**src/rtl/ascii_pkg.sv**
```systemverilog
// rtl/ascii_pkg.sv - shared ASCII constants, sizes and parser state type
package ascii_pkg;
   localparam int NUM_DIGITS = 8;
   localparam int VALUE_W    = 27;
   localparam int CNT_W      = $clog2(NUM_DIGITS);

   localparam logic [7:0] ASCII_ZERO = 8'h30;
   localparam logic [7:0] ASCII_NINE = 8'h39;

   typedef enum logic [1:0] {
      IDLE,
      CONV,
      DONE
   } parser_state_t;
endpackage

```
**src/rtl/ascii_dec_parser_if.sv**
```systemverilog
// rtl/ascii_dec_parser_if.sv - word-in / result-out handshake bundle for the parser
interface ascii_dec_parser_if;
   import ascii_pkg::*;

   logic                    in_valid;
   logic                    in_ready;
   logic [8*NUM_DIGITS-1:0] in_data;
   logic                    out_valid;
   logic                    out_ready;
   logic [VALUE_W-1:0]      out_value;
   logic                    out_error;
   logic [CNT_W-1:0]        out_err_pos;

   modport master (
      output in_valid, in_data, out_ready,
      input  in_ready, out_valid, out_value, out_error, out_err_pos
   );

   modport slave (
      input  in_valid, in_data, out_ready,
      output in_ready, out_valid, out_value, out_error, out_err_pos
   );
endinterface

```
**src/rtl/ascii_digit_decode.sv**
```systemverilog
// rtl/ascii_digit_decode.sv - classifies one ASCII character and yields its digit value
module ascii_digit_decode
   import ascii_pkg::*;
(
   input  logic [7:0] char,
   output logic [3:0] digit,
   output logic       is_digit
);
   assign is_digit = (char >= ASCII_ZERO) && (char <= ASCII_NINE);
   // For '0'..'9' the low nibble already equals c - 0x30.
   assign digit    = is_digit ? char[3:0] : 4'd0;
endmodule

```
**src/rtl/ascii_dec_parser.sv**
```systemverilog
// rtl/ascii_dec_parser.sv - sequential 8-char ASCII decimal to binary converter
module ascii_dec_parser
   import ascii_pkg::*;
(
   input  logic               clk,
   input  logic               reset_n,
   ascii_dec_parser_if.slave  bus
);
   parser_state_t           state;
   logic [8*NUM_DIGITS-1:0] shreg;
   logic [VALUE_W-1:0]      acc;
   logic [VALUE_W-1:0]      acc_next;
   logic [CNT_W-1:0]        cnt;
   logic                    err;
   logic                    err_next;
   logic [CNT_W-1:0]        err_pos;
   logic [CNT_W-1:0]        err_pos_next;
   logic [3:0]              digit;
   logic                    is_digit;

   ascii_digit_decode u_decode (
      .char     (shreg[8*NUM_DIGITS-1 -: 8]),
      .digit    (digit),
      .is_digit (is_digit)
   );

   // Bad characters contribute 0, so one shift-add form covers both cases.
   assign acc_next     = (acc << 3) + (acc << 1) + VALUE_W'(digit);
   assign err_next     = err | ~is_digit;
   assign err_pos_next = (!err && !is_digit) ? cnt : err_pos;

   always_ff @(posedge clk) begin
      if (!reset_n) begin
         state           <= IDLE;
         shreg           <= '0;
         acc             <= '0;
         cnt             <= '0;
         err             <= 1'b0;
         err_pos         <= '0;
         bus.in_ready    <= 1'b1;
         bus.out_valid   <= 1'b0;
         bus.out_value   <= '0;
         bus.out_error   <= 1'b0;
         bus.out_err_pos <= '0;
      end else begin
         case (state)
            IDLE: begin
               if (bus.in_valid) begin
                  shreg        <= bus.in_data;
                  acc          <= '0;
                  cnt          <= '0;
                  err          <= 1'b0;
                  err_pos      <= '0;
                  bus.in_ready <= 1'b0;
                  state        <= CONV;
               end
            end
            CONV: begin
               acc     <= acc_next;
               shreg   <= shreg << 8;
               cnt     <= cnt + 1'b1;
               err     <= err_next;
               err_pos <= err_pos_next;
               if (cnt == CNT_W'(NUM_DIGITS - 1)) begin
                  bus.out_valid   <= 1'b1;
                  bus.out_value   <= err_next ? '0 : acc_next;
                  bus.out_error   <= err_next;
                  bus.out_err_pos <= err_pos_next;
                  state           <= DONE;
               end
            end
            DONE: begin
               if (bus.out_ready) begin
                  bus.out_valid <= 1'b0;
                  bus.in_ready  <= 1'b1;
                  state         <= IDLE;
               end
            end
            default: begin
               bus.out_valid <= 1'b0;
               bus.in_ready  <= 1'b1;
               state         <= IDLE;
            end
         endcase
      end
   end
endmodule

```
**src/flat_wrapper.sv**
```systemverilog
// flat-port wrapper written by rule: the top's interface ports become plain ports
module ascii_dec_parser_flat import ascii_pkg::*;
  (clk, reset_n, bus_in_valid, bus_in_data, bus_out_ready, bus_in_ready, bus_out_valid, bus_out_value, bus_out_error, bus_out_err_pos);
  ascii_dec_parser_if bus_i ();
  input  logic clk;
  input  logic reset_n;
  input wire logic [$bits(bus_i.in_valid)-1:0] bus_in_valid;
  input wire logic [$bits(bus_i.in_data)-1:0] bus_in_data;
  input wire logic [$bits(bus_i.out_ready)-1:0] bus_out_ready;
  output wire logic [$bits(bus_i.in_ready)-1:0] bus_in_ready;
  output wire logic [$bits(bus_i.out_valid)-1:0] bus_out_valid;
  output wire logic [$bits(bus_i.out_value)-1:0] bus_out_value;
  output wire logic [$bits(bus_i.out_error)-1:0] bus_out_error;
  output wire logic [$bits(bus_i.out_err_pos)-1:0] bus_out_err_pos;
  assign bus_i.in_valid = bus_in_valid;
  assign bus_i.in_data = bus_in_data;
  assign bus_i.out_ready = bus_out_ready;
  assign bus_in_ready = bus_i.in_ready;
  assign bus_out_valid = bus_i.out_valid;
  assign bus_out_value = bus_i.out_value;
  assign bus_out_error = bus_i.out_error;
  assign bus_out_err_pos = bus_i.out_err_pos;
  ascii_dec_parser u_core (.clk(clk), .reset_n(reset_n), .bus(bus_i));
endmodule
```
**config.mk**
```make
export PLATFORM = sky130hd
export DESIGN_NAME = ascii_dec_parser_flat
export DESIGN_NICKNAME = d
export VERILOG_FILES = /design/src/rtl/ascii_pkg.sv /design/src/rtl/ascii_dec_parser_if.sv /design/src/rtl/ascii_digit_decode.sv /design/src/rtl/ascii_dec_parser.sv /design/src/flat_wrapper.sv
export SDC_FILE = /design/constraint.sdc
export NUM_CORES = 1
export LEC_CHECK = 0
export ABC_AREA = 0
export BUFFER_PORTS_ARGS = -buffer_cell sky130_fd_sc_hd__buf_2
export CAP_MARGIN = 20
export CORE_MARGIN = 10
export CORE_UTILIZATION = 44
export CTS_CLUSTER_SIZE = 14
export DETAILED_ROUTE_END_ITERATION = 10
export GPL_ROUTABILITY_DRIVEN = 0
export PLACE_DENSITY = 0.76
export SLEW_MARGIN = 20
export SYNTH_ARGS = -nofsm -noshare
export SYNTH_HDL_FRONTEND = slang
export SYNTH_HIERARCHICAL = 1
export SYNTH_SLANG_ARGS = --single-unit
```
**constraint.sdc**
```tcl
create_clock -name clk -period 2.9 [get_ports clk]
set_input_delay 0.145 -clock clk [delete_from_list [all_inputs] [get_ports clk]]
set_output_delay 0.145 -clock clk [all_outputs]
set_load 0.03 [all_outputs]
```
After elaboration in Yosys (flattened, before gate mapping)
Cells that the tools add are included.

word-level totals
  bits in registers = 132
  input bits = 68
  word-level logic and storage cells = 58

cells by class
  add/subtract/negate cells = 3
  $lt $le $gt $ge = 2
  equality and inequality tests = 6
  muxes and demuxes = 21
  bitwise logic cells = 4
  reduce and logical (&&, ||, !) cells = 11

operator list
  operator               count
  $pmux W64 S2           1
  $mux W64               1
  $pmux W26 S2           1
  $add A27 B27 Y27       1
  $add A27 B4 Y27        1
  $mux W27               1
  $mux W26               1
  $pmux W3 S2            2
  $reduce_and A3 Y1      3
  $ge A8 B6 Y1 const B   1
  $le A8 B6 Y1 const B   1
  $mux W2                3
  $mux W3                2
  $pmux W1 S3            2
  $pmux W2 S3            1
  $mux W1                4
  $mux W4                1
  $ne A2 B2 Y1 const B   2
  $reduce_and A2 Y1      2
  $add A3 B1 Y3 const B  1
  $eq A3 B3 Y1 const B   1
  $not A1 Y1             3
  $eq A2 B1 Y1 const B   1
  $eq A2 B2 Y1 const B   1
  other kinds (7)        9

Logic depth before layout (Yosys ltp)
Gate-level depths: netlist of run 1.

  word-level depth = 6
  gate-level depth with buffers = 13
  depth with buffers taken out = 12

Modules after synthesis
The synthesis of run 1 kept the hierarchy.

by module, submodules not included
  module              times used  cells an instance  area an instance (sq um)
  ascii_dec_parser    1           922                7,289.5
  ascii_digit_decode  1           9                  81.3

Worst setup path after synthesis of run 1
No wires, ideal clock.

  path type = register to register
  start = register u_core.shreg[63]
  end = register u_core.bus.out_value[24]
  setup time = 0.142 ns
  arrival = 2.838 ns
  data required time = 2.758 ns
  setup slack = -0.080 ns
  cell stages (with the launch flop) = 12
  path buffers = 0
  path through = dfxtp_1 > nand4bb_4 > nor3_1 > inv_1 > fa_1 > fa_1 > nand2b_1 > a21oi_1 > o211ai_1 > a211o_1 > mux2_2 > o311ai_0

on the way
  cells in the longest elaborated chain, start to end = 5

RTL lines
  item                                                 RTL line                   text
  start, declared                                      ascii_dec_parser.sv:10     logic [8*NUM_DIGITS-1:0] shreg;
  start signal, assigned                               ascii_dec_parser.sv:49     shreg <= bus.in_data;
  start signal, assigned                               ascii_dec_parser.sv:60     shreg <= shreg << 8;
  $ge A8 B6 Y1 / $le A8 B6 Y1 (equally long branches)  ascii_digit_decode.sv:9    assign is_digit = (char >= ASCII_ZERO) && (char <= ASCII_NINE);
  $logic_and A1 B1 Y1 *                                ascii_digit_decode.sv:9
  $mux W4 *                                            ascii_digit_decode.sv:11   assign digit = is_digit ? char[3:0] : 4'd0;
  named net u_core.digit[3]                            ascii_dec_parser.sv:18     logic [3:0] digit;
  $add A27 B4 Y27 *                                    ascii_dec_parser.sv:28     assign acc_next = (acc << 3) + (acc << 1) + VALUE_W'(digit);
  $mux W27 *                                           ascii_dec_parser.sv:66     bus.out_value <= err_next ? '0 : acc_next;
  end signal, assigned                                 ascii_dec_parser.sv:66
  end, declared                                        ascii_dec_parser_if.sv:21  output in_ready, out_valid, out_value, out_error, out_err_pos

Mark *: on every way through the listed nets, which the timed path passes. The rest lies on a longest branch.
A chain may end at the register's enable or synchronous reset.

Worst setup path in the final report of run 1
  start = register u_core.shreg[63]
  end = register u_core.bus.out_value[26]

Same word-level chain as after synthesis.

==> results of run 1 <==
## worst max path at each step
stage	start	endpoint	slack, ps	cells past startpoint
after floorplan	u_core/shreg[63]	u_core/bus.out_value[25]	-30	13
after global placement	u_core/shreg[63]	u_core/bus.out_value[25]	-120	12
after detailed placement	u_core/shreg[63]	u_core/bus.out_value[19]	-150	12
after CTS	u_core/shreg[63]	u_core/bus.out_value[25]	-90	12
after global routing	u_core/shreg[63]	u_core/bus.out_value[25]	-250	12
final	u_core/shreg[63]	u_core/bus.out_value[26]	-150	13
## placed cells by master, fill, tap and decap left out, drive strengths merged, types with 5 or more instances in the layout
| cell type | n |
|---|---|
| o31ai | 6 |
| ha | 50 |
| buf | 146 |
| a22oi | 23 |
| nor3 | 10 |
| and2 | 14 |
| clkbuf | 21 |
| clkinv | 5 |
| and3 | 7 |
| xor2 | 10 |
| a211oi | 5 |
| o211ai | 5 |
| o21ai | 119 |
| a22o | 21 |
| or4 | 5 |
| nand4 | 14 |
| xnor2 | 8 |
| nor2b | 37 |
| nand2 | 119 |
| inv | 16 |
| nor2 | 66 |
| dfxtp | 132 |
| nand2b | 6 |
| nand3 | 27 |
| a21oi | 89 |
| o211a | 13 |
| o21a | 6 |
## kinds of logic (layout without fill, tap and decap cells)
family,after synthesis,count (layout),share of synthesized area
AND/OR/NAND/NOR,319,319,0.2076
buffers and inverters,87,192,0.04804
multiplexers,5,5,0.007129
AO/OA/AOI/OAI,318,318,0.2670
XOR/XNOR,18,18,0.02139
adder cells (fa/ha/maj),52,52,0.09031
flip-flops,132,132,0.3585
## flip-flops by register name (all words and copies together), names as in the netlist
signal,count
u_core/bus.out_err_pos,3
u_core/cnt,3
u_core/state,2
u_core/bus.in_ready,1
u_core/err_pos,3
u_core/err,1
u_core/bus.out_error,1
u_core/bus.out_value,27
u_core/bus.out_valid,1
u_core/shreg,64
u_core/acc,26
## critical path: stages (launching register included)
cell and delay, ps:
sky130_fd_sc_hd__dfxtp_1 310, sky130_fd_sc_hd__nand4bb_4 220, sky130_fd_sc_hd__nor3_2 160, sky130_fd_sc_hd__inv_1 70, sky130_fd_sc_hd__fa_1 470, sky130_fd_sc_hd__buf_4 160, sky130_fd_sc_hd__fa_2 340, sky130_fd_sc_hd__nand2b_4 160
sky130_fd_sc_hd__a21oi_4 190, sky130_fd_sc_hd__o211a_1 240, sky130_fd_sc_hd__buf_4 140, sky130_fd_sc_hd__o311ai_4 100, sky130_fd_sc_hd__and3_1 180, sky130_fd_sc_hd__o31ai_1 200
## final cells by class
class / count / area (um^2) / area share
clock buffers: 21 / 450.4 / 0.04998
clock inverters: 9 / 107.6 / 0.01194
inverters: 16 / 60.06 / 0.006664
multi-input cells: 712 / 4606 / 0.5110
flip-flops and latches: 132 / 2644 / 0.2934
well taps: 220 / 275.3 / 0.03054
repair buffers: 146 / 869.6 / 0.09649
## layer usage
| metal | track usage | part of all wire |
|---|---|---|
| met3 | 0.04257 | 0.053 |
| met4 | 0.07115 | 0.020 |
| met5 | 0 | 0 |
| met1 | 0.2306 | 0.44 |
| met2 | 0.2969 | 0.49 |
## what timing repair did
action,4_1_cts,5_1_grt
setup endpoints to repair,30,35
pin swaps,12,17
resized for setup,23,23
buffers inserted,3,4
## report_power, final
part | internal, uW | switching (uW) | total, uW
clock network | 1270 | 807 | 2080
registers | 1900 | 45.9 | 1940
logic | 158 | 229 | 387
total | 3330 | 1080 | 4410
## through the flow
stage | std cells | utilization | TNS, ps
6_report | 1256 | 0.5454 | -1512
5_1_grt | 1256 | 0.5454 | -4663
4_1_cts | 1253 | 0.5376 | -737.2
3_5_place_dp | 1220 | 0.4956 | -2361
3_3_place_gp | 1220 | 0.4956 | -1455
2_1_floorplan | 931 | - | -46.51
==> out/qor.yml, run 1 <==
yosys:
  syn-cell-area_um2: 7371
  synthDistinctLibCells: 61
  yosysMostFrequentCell: "sky130_fd_sc_hd__dfxtp_1"
  synth.area.top_cells: "sky130_fd_sc_hd__dfxtp_1 (36%), sky130_fd_sc_hd__ha_1 (8.5%), sky130_fd_sc_hd__o21ai_0 (8.0%)"
  syn-num-nets: 1051
  seq_area_frac_synth: 0.3585
  ys.warnings.count: 6
  synth_largest_area_cell: "sky130_fd_sc_hd__dfxtp_1"
  synth_top_cell_area_share: 0.3585
  netlist_top_cells_count: "sky130_fd_sc_hd__dfxtp_1 (132), sky130_fd_sc_hd__nand2_1 (119), sky130_fd_sc_hd__o21ai_0 (118), sky130_fd_sc_hd__a21oi_1 (89), sky130_fd_sc_hd__nor2_1 (66)"
  synth_enable_flop_cells: 0
  yosys_most_used_dff: "sky130_fd_sc_hd__dfxtp_1"
  synth-seq-cells: 132
  async_flop_share: 0
  synth.avg_cell_area_um2: 7.917
  post_synth_inst_count: 931
sta:
  finalSetupViolCount: 19
  finalHoldViolCount: 0
  clock_skew_ps: 17.14
  timing.final.crit_period_ps: 3055
  unrepaired_setup_endpoints_after_global_routing: "yes"
  worst_slack_ps: -154.7
  transition_time_at_the_pin_with_the_least_slew_margin_ps: 701.2
  final_max_slew_viol_count: 0
  finalHoldWorstSlack_ps: 80.00
  fmaxAchievable_mhz: 327.4
  min_period_over_period: 1.053
  slew-limit-headroom: 0.5276
run:
  drv.max_cap_violation_count: 0
die:
  initial_core_util: 0.4461
  std_cell_rows: 47
  top_level_i_o_count: 101
  floorplan.core_area_um2: 16520
  dieWidth_um: 149.4
  die-height_um: 149.4
  fp.dieArea_um2: 22330
min_path:
  min-delay-start: "bus_in_data[63]"
  worst_hold_path.num_cells: 4
  timing.hold.worst_endpoint: "u_core/shreg[63]"
  worst_hold_class: "in2reg"
drt:
  avgRoutedWirePerCell_um: 16.42
  detail_route.drc_violations: 0
  routed_wl_um: 20630
  route.antenna.remaining_nets: 0
  drt_pass1_iterations: 5
  drt_first_iter_violations: 615
  vias: 7105
  via_per_inst: 5.657
global_route:
  global_route.usage.total: 0.1831
  antenna_found_initial: 0
  maximum_number_of_pins_on_one_net_before_global_route_repair: 65
  grt_pass1_vias: 6920
  grt-ovfl-total: 0
  grt_first_pass_wirelength_um: 33780
layout:
  finalInstanceArea_um2: 9012
  final.fill_count: 1480
  layout.nets: 1145
  drive_above_1_share: 0.2095
  area_delta_synth_final_pct: 22.27
  antennaDiodeCount: 0
clock_tree:
  cts_hold_repair.buffers: 0
  clkLatencyLatePin_ps: 430
  clock_sink_count: 132
  cts_buffer_depth: 2
  cts.root.buffer_cell: "sky130_fd_sc_hd__clkbuf_16"
  numCtsBuffers: 17
  clk_pin_slew_ps: 60
  cts_tree: "built"
  clock_tree.htree_level_count: 4
setup_path:
  worst_setup_slack_for_register_to_register_paths_ps: -150
  crit_type: "reg2reg"
  worstPathMaxFanout: 4
  worst_r2r_path_depth: 13
  type_of_element_capturing_the_critical_path: "flip-flop"
  worstPathArrival_ps: 3380
  crit_path_start_kind: "flip-flop"
  worst_ep_required_time_ps: 3230
  worst_r2r_startpoint: "u_core/shreg[63]"
  critical_path.reg2reg.endpoint: "u_core/bus.out_value[26]"
power:
  design_power_total_uw: 4409
  power_density_nw_per_um2: 489.2
  total_leakage_power_uw: 0.004057
  vdd.ir_drop.worst_mv: 0.3971
placed_design:
  hpwl_after_dpl_um: 14130
  placedInstanceArea_um2: 8190
  placement.setup.worst_slack_ps: -154.5
  io_buffers: 100
status:
  violated_checks: "setup timing"
  run_status: "complete, but fails checks"
Note: power is estimated with default switching activity, not from simulation.
==> run 2: changes to the inputs <==
--- a/config.mk
+++ b/config.mk
@@ -13,6 +13,7 @@
 export CTS_CLUSTER_SIZE = 14
 export DETAILED_ROUTE_END_ITERATION = 10
 export GPL_ROUTABILITY_DRIVEN = 0
+export MAX_ROUTING_LAYER = met4
 export PLACE_DENSITY = 0.76
 export SLEW_MARGIN = 20
 export SYNTH_ARGS = -nofsm -noshare
==> out/qor.yml, run 2 (synthesized netlist as in run 1, its figures left out) <==
layout:
  layout.nets: 1145  # unchanged
  area_delta_synth_final_pct: 22.39  # was 22.27%
  largest_reg_flops: 64  # unchanged
  largest_register: "u_core/shreg"  # unchanged
  largestRegisters: "u_core/shreg x64, u_core/bus.out_value x27, u_core/acc x26"  # unchanged
  drive_above_1_share: 0.2104  # was 0.2095
  layout.cells.most_common_list: "sky130_fd_sc_hd__dfxtp_1 (131), sky130_fd_sc_hd__nand2_1 (117), sky130_fd_sc_hd__o21ai_0 (116)"  # unchanged
  finalInstanceArea_um2: 9021  # was 9012 um^2
  final.fill_count: 1480  # unchanged
  antennaDiodeCount: 0  # unchanged
  layout.cells.most_common: "sky130_fd_sc_hd__dfxtp_1"  # unchanged
drt:
  drt_pass1_iterations: 8  # was 5
  route.antenna.remaining_nets: 0  # unchanged
  via_per_inst: 5.663  # was 5.657
  routed_wl_um: 20590  # was 20630 um
  avgRoutedWirePerCell_um: 16.39  # was 16.42 um
  drt_first_iter_violations: 651  # was 615
  detail_route.drc_violations: 0  # unchanged
  vias: 7113  # was 7105
placed_design:
  io_buffers: 100  # unchanged
  placement.setup.worst_slack_ps: -154.5  # unchanged
  hpwl_after_dpl_um: 14130  # unchanged
  placedInstanceArea_um2: 8190  # unchanged
setup_path:
  crit_type: "reg2reg"  # unchanged
  type_of_element_capturing_the_critical_path: "flip-flop"  # unchanged
  worst_ep_required_time_ps: 3230  # about the same
  crit_path_start_kind: "flip-flop"  # unchanged
  worstPathMaxFanout: 4  # unchanged
  worstPathArrival_ps: 3380  # about the same
global_route:
  antenna_found_initial: 0  # unchanged
  grt-ovfl-total: 0  # unchanged
  maximum_number_of_pins_on_one_net_before_global_route_repair: 65  # unchanged
  grt_first_pass_wirelength_um: 33800  # was 33780 um
  global_route.usage.total: 0.1882  # was 0.1831
  grt_pass1_vias: 6899  # was 6920
clock_tree:
  numCtsBuffers: 17  # unchanged
  clock_sink_count: 132  # unchanged
  cts.root.buffer_cell: "sky130_fd_sc_hd__clkbuf_16"  # unchanged
  clk_pin_slew_ps: 60  # about the same
  cts_tree: "built"  # unchanged
  clkLatencyLatePin_ps: 420  # was 430 ps
  cts_hold_repair.buffers: 0  # unchanged
  clock_tree.htree_level_count: 4  # unchanged
  cts_buffer_depth: 2  # unchanged
sta:
  final_max_slew_viol_count: 0  # unchanged
  unrepaired_setup_endpoints_after_global_routing: "yes"  # unchanged
  timing.final.crit_period_ps: 3043  # was 3055 ps
  slew-limit-headroom: 0.5356  # was 0.5276
  worst_slack_ps: -143.5  # was -154.7 ps
  finalHoldWorstSlack_ps: 85.35  # was 80.00 ps
  clock_skew_ps: 8.425  # was 17.14 ps
  finalSetupViolCount: 19  # unchanged
  fmaxAchievable_mhz: 328.6  # was 327.4 MHz
  finalHoldViolCount: 0  # unchanged
  min_period_over_period: 1.049  # was 1.053
  transition_time_at_the_pin_with_the_least_slew_margin_ps: 689.3  # was 701.2 ps
die:
  floorplan.core_area_um2: 16520  # unchanged
  std_cell_rows: 47  # unchanged
  initial_core_util: 0.4461  # unchanged
  top_level_i_o_count: 101  # unchanged
  fp.dieArea_um2: 22330  # unchanged
  dieWidth_um: 149.4  # unchanged
  die-height_um: 149.4  # unchanged
status:
  run_status: "complete, but fails checks"  # unchanged
  violated_checks: "setup timing"  # unchanged
power:
  vdd.ir_drop.worst_mv: 0.3968  # was 0.3971 mV
  power_density_nw_per_um2: 488.3  # was 489.2 nW/um^2
  total_leakage_power_uw: 0.004060  # was 0.004057 uW
  design_power_total_uw: 4405  # was 4409 uW
run:
  drv.max_cap_violation_count: 0  # unchanged
min_path:
  worst_hold_class: "in2reg"  # unchanged
[run 2: final cells by class]
| cell class | count | area [um^2] | share of cell area |
|---|---|---|---|
| timing repair buffer | 146 | 869.6 | 0.09639 |
| inverter | 16 | 60.06 | 0.006657 |
| sequential | 132 | 2644 | 0.2931 |
| clock buffer | 21 | 450.4 | 0.04993 |
| clock inverter | 9 | 107.6 | 0.01193 |
| tap | 220 | 275.3 | 0.03051 |
| multi-input combinational | 712 | 4614 | 0.5115 |
[run 2: worst max-delay path, cell delays in order (launching register included)]
cell,delay [ps]
sky130_fd_sc_hd__dfxtp_1,310
sky130_fd_sc_hd__nand4bb_4,220
sky130_fd_sc_hd__nor3_2,160
sky130_fd_sc_hd__inv_1,70
sky130_fd_sc_hd__fa_1,470
sky130_fd_sc_hd__buf_4,160
sky130_fd_sc_hd__fa_2,340
sky130_fd_sc_hd__nand2b_4,160
sky130_fd_sc_hd__a21oi_4,190
sky130_fd_sc_hd__o211a_1,240
sky130_fd_sc_hd__buf_4,140
sky130_fd_sc_hd__o311ai_4,100
sky130_fd_sc_hd__and3_1,180
sky130_fd_sc_hd__o31ai_1,200
[run 2: final timing paths]
| path | startpoint | to | slack (ps) | cells past startpoint |
|---|---|---|---|---|
| max | u_core/shreg[63] | u_core/bus.out_value[26] | -140 | 13 |
| min | reset_n | u_core/bus.out_error | 90 | 3 |
| max reg2reg | u_core/shreg[63] | u_core/bus.out_value[26] | -140 | 13 |
| min reg2reg | u_core/bus.out_value[26] | u_core/bus.out_value[26] | 440 | 2 |
[run 2: timing repair]
action                                  4_1_cts  5_1_grt
gates cloned                                  0        0
pin swaps                                    12       16
endpoints found under the hold margin         0        0
gates resized for setup                      23       25
buffers inserted                              3        4
endpoints found under the setup margin       30       35
[run 2: through the flow]
stage | utilization | instances | setup TNS (ps)
6_report | 0.5459 | 1256 | -1241
5_1_grt | 0.5459 | 1256 | -4645
4_1_cts | 0.5376 | 1253 | -737.2
3_5_place_dp | 0.4956 | 1220 | -2361
3_3_place_gp | 0.4956 | 1220 | -1455
2_1_floorplan | - | 931 | -46.51
[run 2: metal layers]
layer | track usage | up-vias | share of wire
met5 | - | - | 0
met2 | 0.2958 | 254 | 0.49
met1 | 0.2342 | 3314 | 0.44
li1 | - | 3505 | -
met4 | 0.06232 | 0 | 0.020
met3 | 0.04257 | 40 | 0.054
[run 2: where the power goes]
group	total, uW	switching (uW)	internal (uW)	leakage (uW)
clock	2080	803	1270	0.000269
sequential	1940	45.8	1900	0.00108
combinational	386	228	158	0.00271
==> run 3: changes to the inputs <==
==> constraint.sdc (replaced) <==
create_clock -name clk -period 2.63 [get_ports clk]
set_input_delay 0.1315 -clock clk [delete_from_list [all_inputs] [get_ports clk]]
set_output_delay 0.1315 -clock clk [all_outputs]
set_load 0.03 [all_outputs]
==> out/qor.yml, run 3 (synthesized netlist as in run 1, its figures left out) <==
status:
  run_status: "complete, but fails checks"  # unchanged
  violated_checks: "setup timing"  # unchanged
sta:
  unrepaired_setup_endpoints_after_global_routing: "yes"  # unchanged
  finalSetupViolCount: 36  # was 19
  final.setup.tns_ps: -10230  # was -1241 ps
  timing.final.crit_period_ps: 3042  # was 3043 ps
  slew-limit-headroom: 0.5643  # was 0.5356
  finalHoldViolCount: 0  # unchanged
  transition_time_at_the_pin_with_the_least_slew_margin_ps: 653.6  # was 689.3 ps
  worst_slack_ps: -412.2  # was -143.5 ps
  min_period_over_period: 1.157  # was 1.049
  clock_skew_ps: 10.21  # was 8.425 ps
  final_max_slew_viol_count: 0  # unchanged
  finalHoldWorstSlack_ps: 67.57  # was 85.35 ps
  fmaxAchievable_mhz: 328.7  # was 328.6 MHz
drt:
  via_per_inst: 5.685  # was 5.663
  drt_pass1_iterations: 5  # was 8
  routed_wl_um: 21000  # was 20590 um
  vias: 7220  # was 7113
  detail_route.drc_violations: 0  # unchanged
  drt_first_iter_violations: 644  # was 651
  route.antenna.remaining_nets: 0  # unchanged
  avgRoutedWirePerCell_um: 16.54  # was 16.39 um
die:
  top_level_i_o_count: 101  # unchanged
  dieWidth_um: 149.4  # unchanged
  floorplan.core_area_um2: 16520  # unchanged
  std_cell_rows: 47  # unchanged
  die-height_um: 149.4  # unchanged
  initial_core_util: 0.4461  # unchanged
  fp.dieArea_um2: 22330  # unchanged
setup_path:
  crit_type: "reg2reg"  # unchanged
  type_of_element_capturing_the_critical_path: "flip-flop"  # unchanged
  worstPathArrival_ps: 3320  # was 3380 ps
  crit_path_start_kind: "flip-flop"  # unchanged
  worst_ep_required_time_ps: 2910  # was 3230 ps
  worst_setup_slack_for_register_to_register_paths_ps: -410  # was -140 ps
  worstPathMaxFanout: 4  # unchanged
global_route:
  grt-ovfl-total: 0  # unchanged
  grt_pass1_vias: 7238  # was 6899
  antenna_found_initial: 0  # unchanged
  maximum_number_of_pins_on_one_net_before_global_route_repair: 77  # was 65
  grt_first_pass_wirelength_um: 34720  # was 33800 um
  global_route.usage.total: 0.1921  # was 0.1882
power:
  design_power_total_uw: 5072  # was 4405 uW
  vdd.ir_drop.worst_mv: 0.4312  # was 0.3968 mV
  power_density_nw_per_um2: 548.6  # was 488.3 nW/um^2
  total_leakage_power_uw: 0.004200  # was 0.004060 uW
placed_design:
  io_buffers: 100  # unchanged
  hpwl_after_dpl_um: 14210  # was 14130 um
layout:
  antennaDiodeCount: 0  # unchanged
  layout.nets: 1157  # was 1145
  largestRegisters: "u_core/shreg x64, u_core/bus.out_value x27, u_core/acc x26"  # unchanged
  area_delta_synth_final_pct: 25.45  # was 22.39%
  largest_register: "u_core/shreg"  # unchanged
  largest_reg_flops: 64  # unchanged
  layout.cells.most_common_list: "sky130_fd_sc_hd__dfxtp_1 (130), sky130_fd_sc_hd__nand2_1 (116), sky130_fd_sc_hd__o21ai_0 (115)"  # was sky130_fd_sc_hd__dfxtp_1 (131), sky130_fd_sc_hd__nand2_1 (117), sky130_fd_sc_hd__o21ai_0 (116)
  layout.cells.most_common: "sky130_fd_sc_hd__dfxtp_1"  # unchanged
  drive_above_1_share: 0.2314  # was 0.2104
  final.fill_count: 1489  # was 1480
clock_tree:
  cts_buffer_depth: 2  # unchanged
  clk_pin_slew_ps: 60  # about the same
  clkLatencyLatePin_ps: 420  # about the same
  cts.root.buffer_cell: "sky130_fd_sc_hd__clkbuf_16"  # unchanged
  numCtsBuffers: 17  # unchanged
  clock_tree.htree_level_count: 4  # unchanged
  clock_sink_count: 132  # unchanged
  cts_tree: "built"  # unchanged
run:
  drv.max_cap_violation_count: 0  # unchanged
min_path:
  worst_hold_class: "in2reg"  # unchanged
==> run 3: cell types whose count changed in the layout (fill, tap and decap cells not counted), moves of 2 or more <==
cell and delta:
sky130_fd_sc_hd__xor2_4 +2, sky130_fd_sc_hd__clkbuf_1 -3, sky130_fd_sc_hd__xnor2_4 +2, sky130_fd_sc_hd__inv_6 +3, sky130_fd_sc_hd__a22oi_2 +2, sky130_fd_sc_hd__buf_6 +2
sky130_fd_sc_hd__xor2_1 -2, sky130_fd_sc_hd__buf_4 +11, sky130_fd_sc_hd__a22oi_1 -2
==> run 3: routing by layer <==
metal	part of all wire	global-route usage	vias up
li1	-	-	3538
met1	0.44	0.2339	3382
met2	0.49	0.3105	267
met3	0.056	0.03925	33
met4	0.016	0.06575	0
met5	0	-	-
==> run 3: repair_timing <==
action	CTS	global route
setup buffers	5	5
pin swaps	21	32
hold buffers	0	0
gates resized for setup	27	26
setup endpoints to repair	38	41
==> run 3: path summary, 6_finish.rpt <==
path	endpoint	cells past startpoint	startpoint
hold reg to reg	u_core/bus.out_value[26]	2	u_core/bus.out_value[26]
hold / removal	u_core/shreg[63]	4	bus_in_data[63]
setup reg to reg	u_core/acc[24]	12	u_core/shreg[57]
setup / recovery	u_core/acc[24]	12	u_core/shreg[57]
==> run 3: worst max-delay path, cell delays in order, from the launching register on <==
cell and delay [ps]:
sky130_fd_sc_hd__dfxtp_2 320, sky130_fd_sc_hd__or2_4 250, sky130_fd_sc_hd__nor3_2 140, sky130_fd_sc_hd__inv_1 60, sky130_fd_sc_hd__fa_1 480, sky130_fd_sc_hd__buf_4 160, sky130_fd_sc_hd__fa_2 340, sky130_fd_sc_hd__nand2b_4 160
sky130_fd_sc_hd__a21oi_4 180, sky130_fd_sc_hd__o211ai_1 130, sky130_fd_sc_hd__a211o_1 370, sky130_fd_sc_hd__mux2i_1 200, sky130_fd_sc_hd__o311ai_1 120
==> run 3: report_power, final <==
group	leakage [uW]	switching, uW	internal (uW)
Sequential	0.00108	51.0	2090
Clock	0.000306	948	1560
Combinational	0.00281	253	173
==> run 3: final cells by class <==
type,instances,area [um^2],share of cell area
Sequential cell,132,2645,0.2861
Multi-Input combinational cell,712,4687,0.5069
Tap cell,220,275.3,0.02977
Inverter,16,60.06,0.006495
Timing Repair Buffer,158,954.7,0.1032
Clock inverter,13,171.4,0.01854
Clock buffer,19,452.9,0.04899
==> run 3: through the flow <==
stage                     area (um^2)  std cells  utilization  setup WS (ps)
after floorplan                  7412        931            -         -285.2
after global placement           8273       1229       0.5006         -385.4
after detailed placement         8273       1229       0.5006         -438.1
after CTS                        9087       1266       0.5499         -428.3
after global routing             9246       1270       0.5596         -548.5
final                            9246       1270       0.5596         -412.2
